--- config.mk ---
export PLATFORM = sky130hd
export DESIGN_NAME = load_writeback_queue_flat
export DESIGN_NICKNAME = d
export VERILOG_FILES = /design/src/rtl/load_writeback_queue_if.sv /design/src/rtl/load_writeback_queue.sv /design/src/flat_wrapper.sv
export SDC_FILE = /design/constraint.sdc
export NUM_CORES = 1
export LEC_CHECK = 0
export CAP_MARGIN = 30
export CORE_ASPECT_RATIO = 1.4
export CORE_MARGIN = 4
export CORE_UTILIZATION = 27
export DETAILED_ROUTE_END_ITERATION = 8
export RECOVER_POWER = 50
export SLEW_MARGIN = 20
export SYNTH_ARGS = -nofsm -noshare
export SYNTH_HDL_FRONTEND = slang
export SYNTH_SLANG_ARGS = --single-unit
--- constraint.sdc ---
create_clock -name clock -period 4.1 [get_ports clock]
set_clock_uncertainty 0.2 [all_clocks]
set_input_delay 0.82 -clock clock [delete_from_list [all_inputs] [get_ports clock]]
set_output_delay 0.82 -clock clock [all_outputs]
set_load 0.005 [all_outputs]
--- src/rtl/load_writeback_queue_if.sv ---
// load_writeback_queue_if: load-result input handshake and register file write port
interface load_writeback_queue_if;
  logic        in_valid;
  logic        in_ready;
  logic [4:0]  in_rd;
  logic [2:0]  in_funct3;
  logic [2:0]  in_offset;
  logic [63:0] in_data;
  logic        reg_write;
  logic [4:0]  rd_address;
  logic [63:0] write_data;
  modport master (
    output in_valid, in_rd, in_funct3, in_offset, in_data,
    input  in_ready, reg_write, rd_address, write_data
  );
  modport slave (
    input  in_valid, in_rd, in_funct3, in_offset, in_data,
    output in_ready, reg_write, rd_address, write_data
  );
endinterface

--- src/rtl/load_writeback_queue.sv ---
// load_writeback_queue: formats RV64 load results and queues them for the register file write port
module load_writeback_queue #(
  parameter int DEPTH = 4,
  parameter int PTR_W = 2
) (
  input  logic                 clock,
  input  logic                 reset,
  load_writeback_queue_if.slave bus,
  input  logic [4:0]           rs1_address,
  input  logic [4:0]           rs2_address,
  output logic                 rs1_pending,
  output logic                 rs2_pending,
  output logic [PTR_W:0]       count,
  output logic                 error
);
  logic [PTR_W-1:0] wr_ptr, rd_ptr;
  logic [DEPTH-1:0] valid;
  logic [4:0]       ent_rd [DEPTH];
  logic [63:0]      ent_data [DEPTH];
  logic [63:0]      shifted, formatted;
  logic             sx, illegal, accept, store, drain;
  // count never exceeds DEPTH, so its top bit alone marks a full queue
  assign bus.in_ready   = !count[PTR_W];
  assign bus.reg_write  = drain;
  assign bus.rd_address = ent_rd[rd_ptr];
  assign bus.write_data = ent_data[rd_ptr];
  always_comb begin
    shifted = bus.in_data >> {bus.in_offset, 3'b000};
    sx = !bus.in_funct3[2];
    formatted = bus.in_funct3[1:0] == 2'd0 ? {{56{sx & shifted[7]}}, shifted[7:0]} :
                bus.in_funct3[1:0] == 2'd1 ? {{48{sx & shifted[15]}}, shifted[15:0]} :
                bus.in_funct3[1:0] == 2'd2 ? {{32{sx & shifted[31]}}, shifted[31:0]} : bus.in_data;
    illegal = (bus.in_funct3 == 3'b111) ||
              (bus.in_funct3[1:0] == 2'd1 && bus.in_offset[0]) ||
              (bus.in_funct3[1:0] == 2'd2 && bus.in_offset[1:0] != 2'd0) ||
              (bus.in_funct3 == 3'b011 && bus.in_offset != 3'd0);
    accept = bus.in_valid && bus.in_ready;
    store = accept && !illegal && bus.in_rd != 5'd0;
    drain = count != '0;
    rs1_pending = 1'b0;
    rs2_pending = 1'b0;
    for (int i = 0; i < DEPTH; i++) begin
      rs1_pending = rs1_pending | (valid[i] && rs1_address != 5'd0 && ent_rd[i] == rs1_address);
      rs2_pending = rs2_pending | (valid[i] && rs2_address != 5'd0 && ent_rd[i] == rs2_address);
    end
  end
  always_ff @(posedge clock) begin
    if (reset) begin
      wr_ptr <= '0;
      rd_ptr <= '0;
      count  <= '0;
      valid  <= '0;
      error  <= 1'b0;
    end else begin
      error <= accept && illegal;
      if (drain) begin
        valid[rd_ptr] <= 1'b0;
        rd_ptr <= rd_ptr + PTR_W'(1);
      end
      if (store) begin
        valid[wr_ptr] <= 1'b1;
        wr_ptr <= wr_ptr + PTR_W'(1);
      end
      count <= count + (PTR_W+1)'(store) - (PTR_W+1)'(drain);
    end
  end
  always_ff @(posedge clock) begin
    if (store) begin
      ent_rd[wr_ptr]   <= bus.in_rd;
      ent_data[wr_ptr] <= formatted;
    end
  end
endmodule

--- src/flat_wrapper.sv ---
// flat-port wrapper written by rule: the top's interface ports become plain ports
module load_writeback_queue_flat 
#(
  parameter int DEPTH = 4,
  parameter int PTR_W = 2
)
  (clock, reset, rs1_address, rs2_address, rs1_pending, rs2_pending, count, error, bus_in_valid, bus_in_rd, bus_in_funct3, bus_in_offset, bus_in_data, bus_in_ready, bus_reg_write, bus_rd_address, bus_write_data);
  load_writeback_queue_if bus_i ();
  input  logic clock;
  input  logic reset;
  input  logic [4:0] rs1_address;
  input  logic [4:0] rs2_address;
  output logic rs1_pending;
  output logic rs2_pending;
  output logic [PTR_W:0] count;
  output logic error;
  input wire logic [$bits(bus_i.in_valid)-1:0] bus_in_valid;
  input wire logic [$bits(bus_i.in_rd)-1:0] bus_in_rd;
  input wire logic [$bits(bus_i.in_funct3)-1:0] bus_in_funct3;
  input wire logic [$bits(bus_i.in_offset)-1:0] bus_in_offset;
  input wire logic [$bits(bus_i.in_data)-1:0] bus_in_data;
  output wire logic [$bits(bus_i.in_ready)-1:0] bus_in_ready;
  output wire logic [$bits(bus_i.reg_write)-1:0] bus_reg_write;
  output wire logic [$bits(bus_i.rd_address)-1:0] bus_rd_address;
  output wire logic [$bits(bus_i.write_data)-1:0] bus_write_data;
  assign bus_i.in_valid = bus_in_valid;
  assign bus_i.in_rd = bus_in_rd;
  assign bus_i.in_funct3 = bus_in_funct3;
  assign bus_i.in_offset = bus_in_offset;
  assign bus_i.in_data = bus_in_data;
  assign bus_in_ready = bus_i.in_ready;
  assign bus_reg_write = bus_i.reg_write;
  assign bus_rd_address = bus_i.rd_address;
  assign bus_write_data = bus_i.write_data;
  load_writeback_queue #(.DEPTH(DEPTH), .PTR_W(PTR_W)) u_core (.clock(clock), .reset(reset), .bus(bus_i), .rs1_address(rs1_address), .rs2_address(rs2_address), .rs1_pending(rs1_pending), .rs2_pending(rs2_pending), .count(count), .error(error));
endmodule
==> results of run 1 <==
## tightest hold or removal path, cell delays in order (launching register included)
cell     delay (ns)
dfxtp_1        0.34
mux2i_1        0.13
nor2_1         0.05
## worst max-delay path by stage
stage,endpoint,slack (ns),cells after the start
floorplan,u_core.ent_data[0][0],0.75,7
global placement,rs2_pending,0.19,7
detailed placement,rs2_pending,0.20,7
CTS,rs2_pending,0.19,7
global route,u_core.ent_data[3][49],0.06,8
finish,u_core.ent_data[2][22],0.15,8
## cells in the mapped netlist, types with 7 or more instances
cell type	n	area [um^2]
inv_1	17	63.8
mux4_2	79	1780
nor2b_1	16	100
mux2_2	9	101
nand3_1	11	55.1
ha_1	10	125
o21ai_1	9	45.0
nor4_1	8	50.1
buf_2	16	80.1
clkbuf_1	37	139
nor2_1	32	120
mux2i_1	24	240
a311oi_1	7	61.3
xor2_1	32	280
edfxtp_1	276	8290
xnor2_1	12	105
dfxtp_1	14	280
nand2_2	30	188
a22oi_1	11	82.6
o21ai_0	47	235
a21oi_1	27	135
a211oi_1	12	90.1
buf_6	7	78.8
nand2_1	49	184
## registers in the layout, indices dropped and copies added (netlist names), named ones only
register,cells
u_core.ent_data,256
u_core.ent_rd,20
u_core.valid,4
u_core.count,3
u_core.rd_ptr,2
u_core.wr_ptr,2
u_core.error,1
## per-layer routing
metal / up-vias / wire length [um] / share of wire
met5: - / 92 / 0.0023
met4: 14 / 1100 / 0.027
met3: 66 / 2480 / 0.062
met2: 279 / 20900 / 0.52
met1: 4361 / 15600 / 0.39
li1: 3753 / - / -
## area by class of cell
class,count,area [um^2]
Inverter,17,63.8
Clock buffer,35,748
Timing Repair Buffer,204,2030
Multi-Input combinational cell,499,4640
Antenna cell,3,7.51
Tap cell,643,805
Clock inverter,16,183
Fill cell,4838,33100
Sequential cell,290,8570
## power breakdown
part           switching (mW)  leakage (nW)  internal [mW]
Sequential             0.0812          2.64           3.44
Clock                    1.07         0.449           1.54
Combinational            1.18          2.55           1.42
Total                    2.33          5.64           6.40
## layout by cell type (no fill, tap or decap), drive strengths merged, types with 8 or more instances in the layout
| master | count |
|---|---|
| edfxtp | 276 |
| clkdlybuf4s50 | 143 |
| mux4 | 83 |
| nand2 | 79 |
| o21ai | 56 |
| clkbuf | 44 |
| buf | 34 |
| nor2 | 32 |
| xor2 | 32 |
| a21oi | 27 |
| mux2i | 24 |
| dlygate4sd3 | 18 |
| inv | 17 |
| nor2b | 16 |
| dfxtp | 14 |
| a211oi | 14 |
| xnor2 | 12 |
| mux2 | 12 |
| a22oi | 11 |
| nand3 | 11 |
| ha | 10 |
| clkinv | 10 |
| a311oi | 9 |
| nor4 | 8 |
## stage by stage
step | setup WS [ns] | area [um^2] | instances | power [mW]
floorplan | 0.750 | 13700 | 872 | 4.90
global placement | 0.195 | 16200 | 1653 | 6.29
detailed placement | 0.196 | 16200 | 1653 | 6.30
CTS | 0.194 | 17200 | 1704 | 8.93
global route | 0.0553 | 17000 | 1705 | 9.15
finish | 0.152 | 17000 | 1707 | 8.73
## cell families (layout without fill, tap and decap cells)
family	count (synthesis)	after routing	share of synthesized area
flip-flops	290	290	0.626
AND/OR/NAND/NOR	182	182	0.0699
AO/OA/AOI/OAI	143	143	0.0698
multiplexers	119	119	0.166
buffers and inverters	83	272	0.0297
XOR/XNOR	44	44	0.0282
adder cells (fa/ha/maj)	11	11	0.0106
other	0	3	0
==> results.ini, run 1 <==
[clock_network]
cts_made_buffers=28
cts_tree=done
cts.htree.levels=1
path_clk_slew_ns=0.06
cts_setup_buffers=0
cts_sinks=290
cts_buffer_depth=3
root_buffer=clkbuf_16
hold_buffers=0
postCtsResizedCells=0
clkLatencyLatePin_ns=0.55

[hold_path]
hold_class=reg -> reg
holdPathEnd=u_core.wr_ptr[1]
worstHoldPathCells=2
hold_path.startpoint=u_core.wr_ptr[1]

[critical_path]
crit_type=in -> reg
cpMostUsedCell=clkbuf_1
crit_chain=clkdlybuf4s50_1 -> mux2_4 -> o22ai_2 -> nor4bb_1 -> a31oi_2 -> clkbuf_1 -> o21ai_0 -> clkbuf_1
crit_family=buffers and inverters
path_max_fanout=16
worst-path-buf-inv=3
cp.required_ns=4.25
cp.arrival_ns=4.10
crit_path_start_kind=input port
crit_path_end_kind=register
max_stage_delay_ns=1.28
crit_path_start=bus_in_data[63]
r2r_slack_ns=1.21
cpMaxStageDelayCell=nor4bb_1
r2r-start=u_core.count[2]
rr_endpoint=u_core.ent_data[2][18]
r2r_cells=5

[drt]
wl_mm=40.2
drc=0
antenna_left=0
vias=8473
viasPerCell=4.96
drtIter0Drc=538
wire_per_inst_um=23.6
drtPass1Iterations=6

[global_route]
antenna_found_initial=10
grt_max_degree=65
grt.overflow.total=0
grt_pass1_wl_mm=58.9
busiest_layer=met2
grt_pass1_vias=8715
grtUsageTotal=0.144
met2_usage=0.256
met1_usage=0.176
grtUsageMet3=0.0305

[status]
violations=capacitance limit, slew limit
status=finished with violations

[sta]
fmax_ghz=0.253
worst_slew_pin_slew_ns=1.57
finalCriticalPeriod_ns=3.95
grt_setup_unrepaired=false
setup_viol=0
slew_headroom=-0.0632
report.final.slew_viol_count=8
finalHoldViolations=0
fin_hold_ws_ns=0.361
tns_ns=0
finalCritPeriodShare=0.963

[synthesis]
syn_area_mm2=0.0137
ys_seq_elements=290
dominantRegCellSynth=edfxtp_1
ys_async_sr_fraction=0
ys_seq_area_frac=0.626
synth_fp_nets=971
synth_edf_count=276
syn_area_per_cell_um2=15.7
yosysWarnings=0
synth_cells=872
yosys.cell_types.count=60

[floorplan]
die_h_um=274
core_mm2=0.0501
rows=97
fp.dieW_um=198
num_io_pins=165
start_util=0.273
die-area_mm2=0.0544

[finish]
nNetsFinal=1139
areaGrowthSynthToFinish_pct=24.6
drive_gt1_frac=0.179
fin_util=0.340

[placement]
place.gp.congestion=0.894
hpwlAfterDp_mm=29.4
port_buffers=164

[flow_run]
cap_violations=1

[power_and_ir_drop]
p_leak_nw=5.64
p_per_area_mw_per_mm2=512
vdd_ir_drop_max_v=0.000320

Power figures use the tool's default switching activity.
==> run 2: changes to the inputs <==
Settings changed: ABC_CLOCK_PERIOD_IN_PS set to 4100, SKIP_CTS_REPAIR_TIMING set to 1.
==> results of run 2 <==
No change in the layout: final DEF, timing and power equal those of run 1.
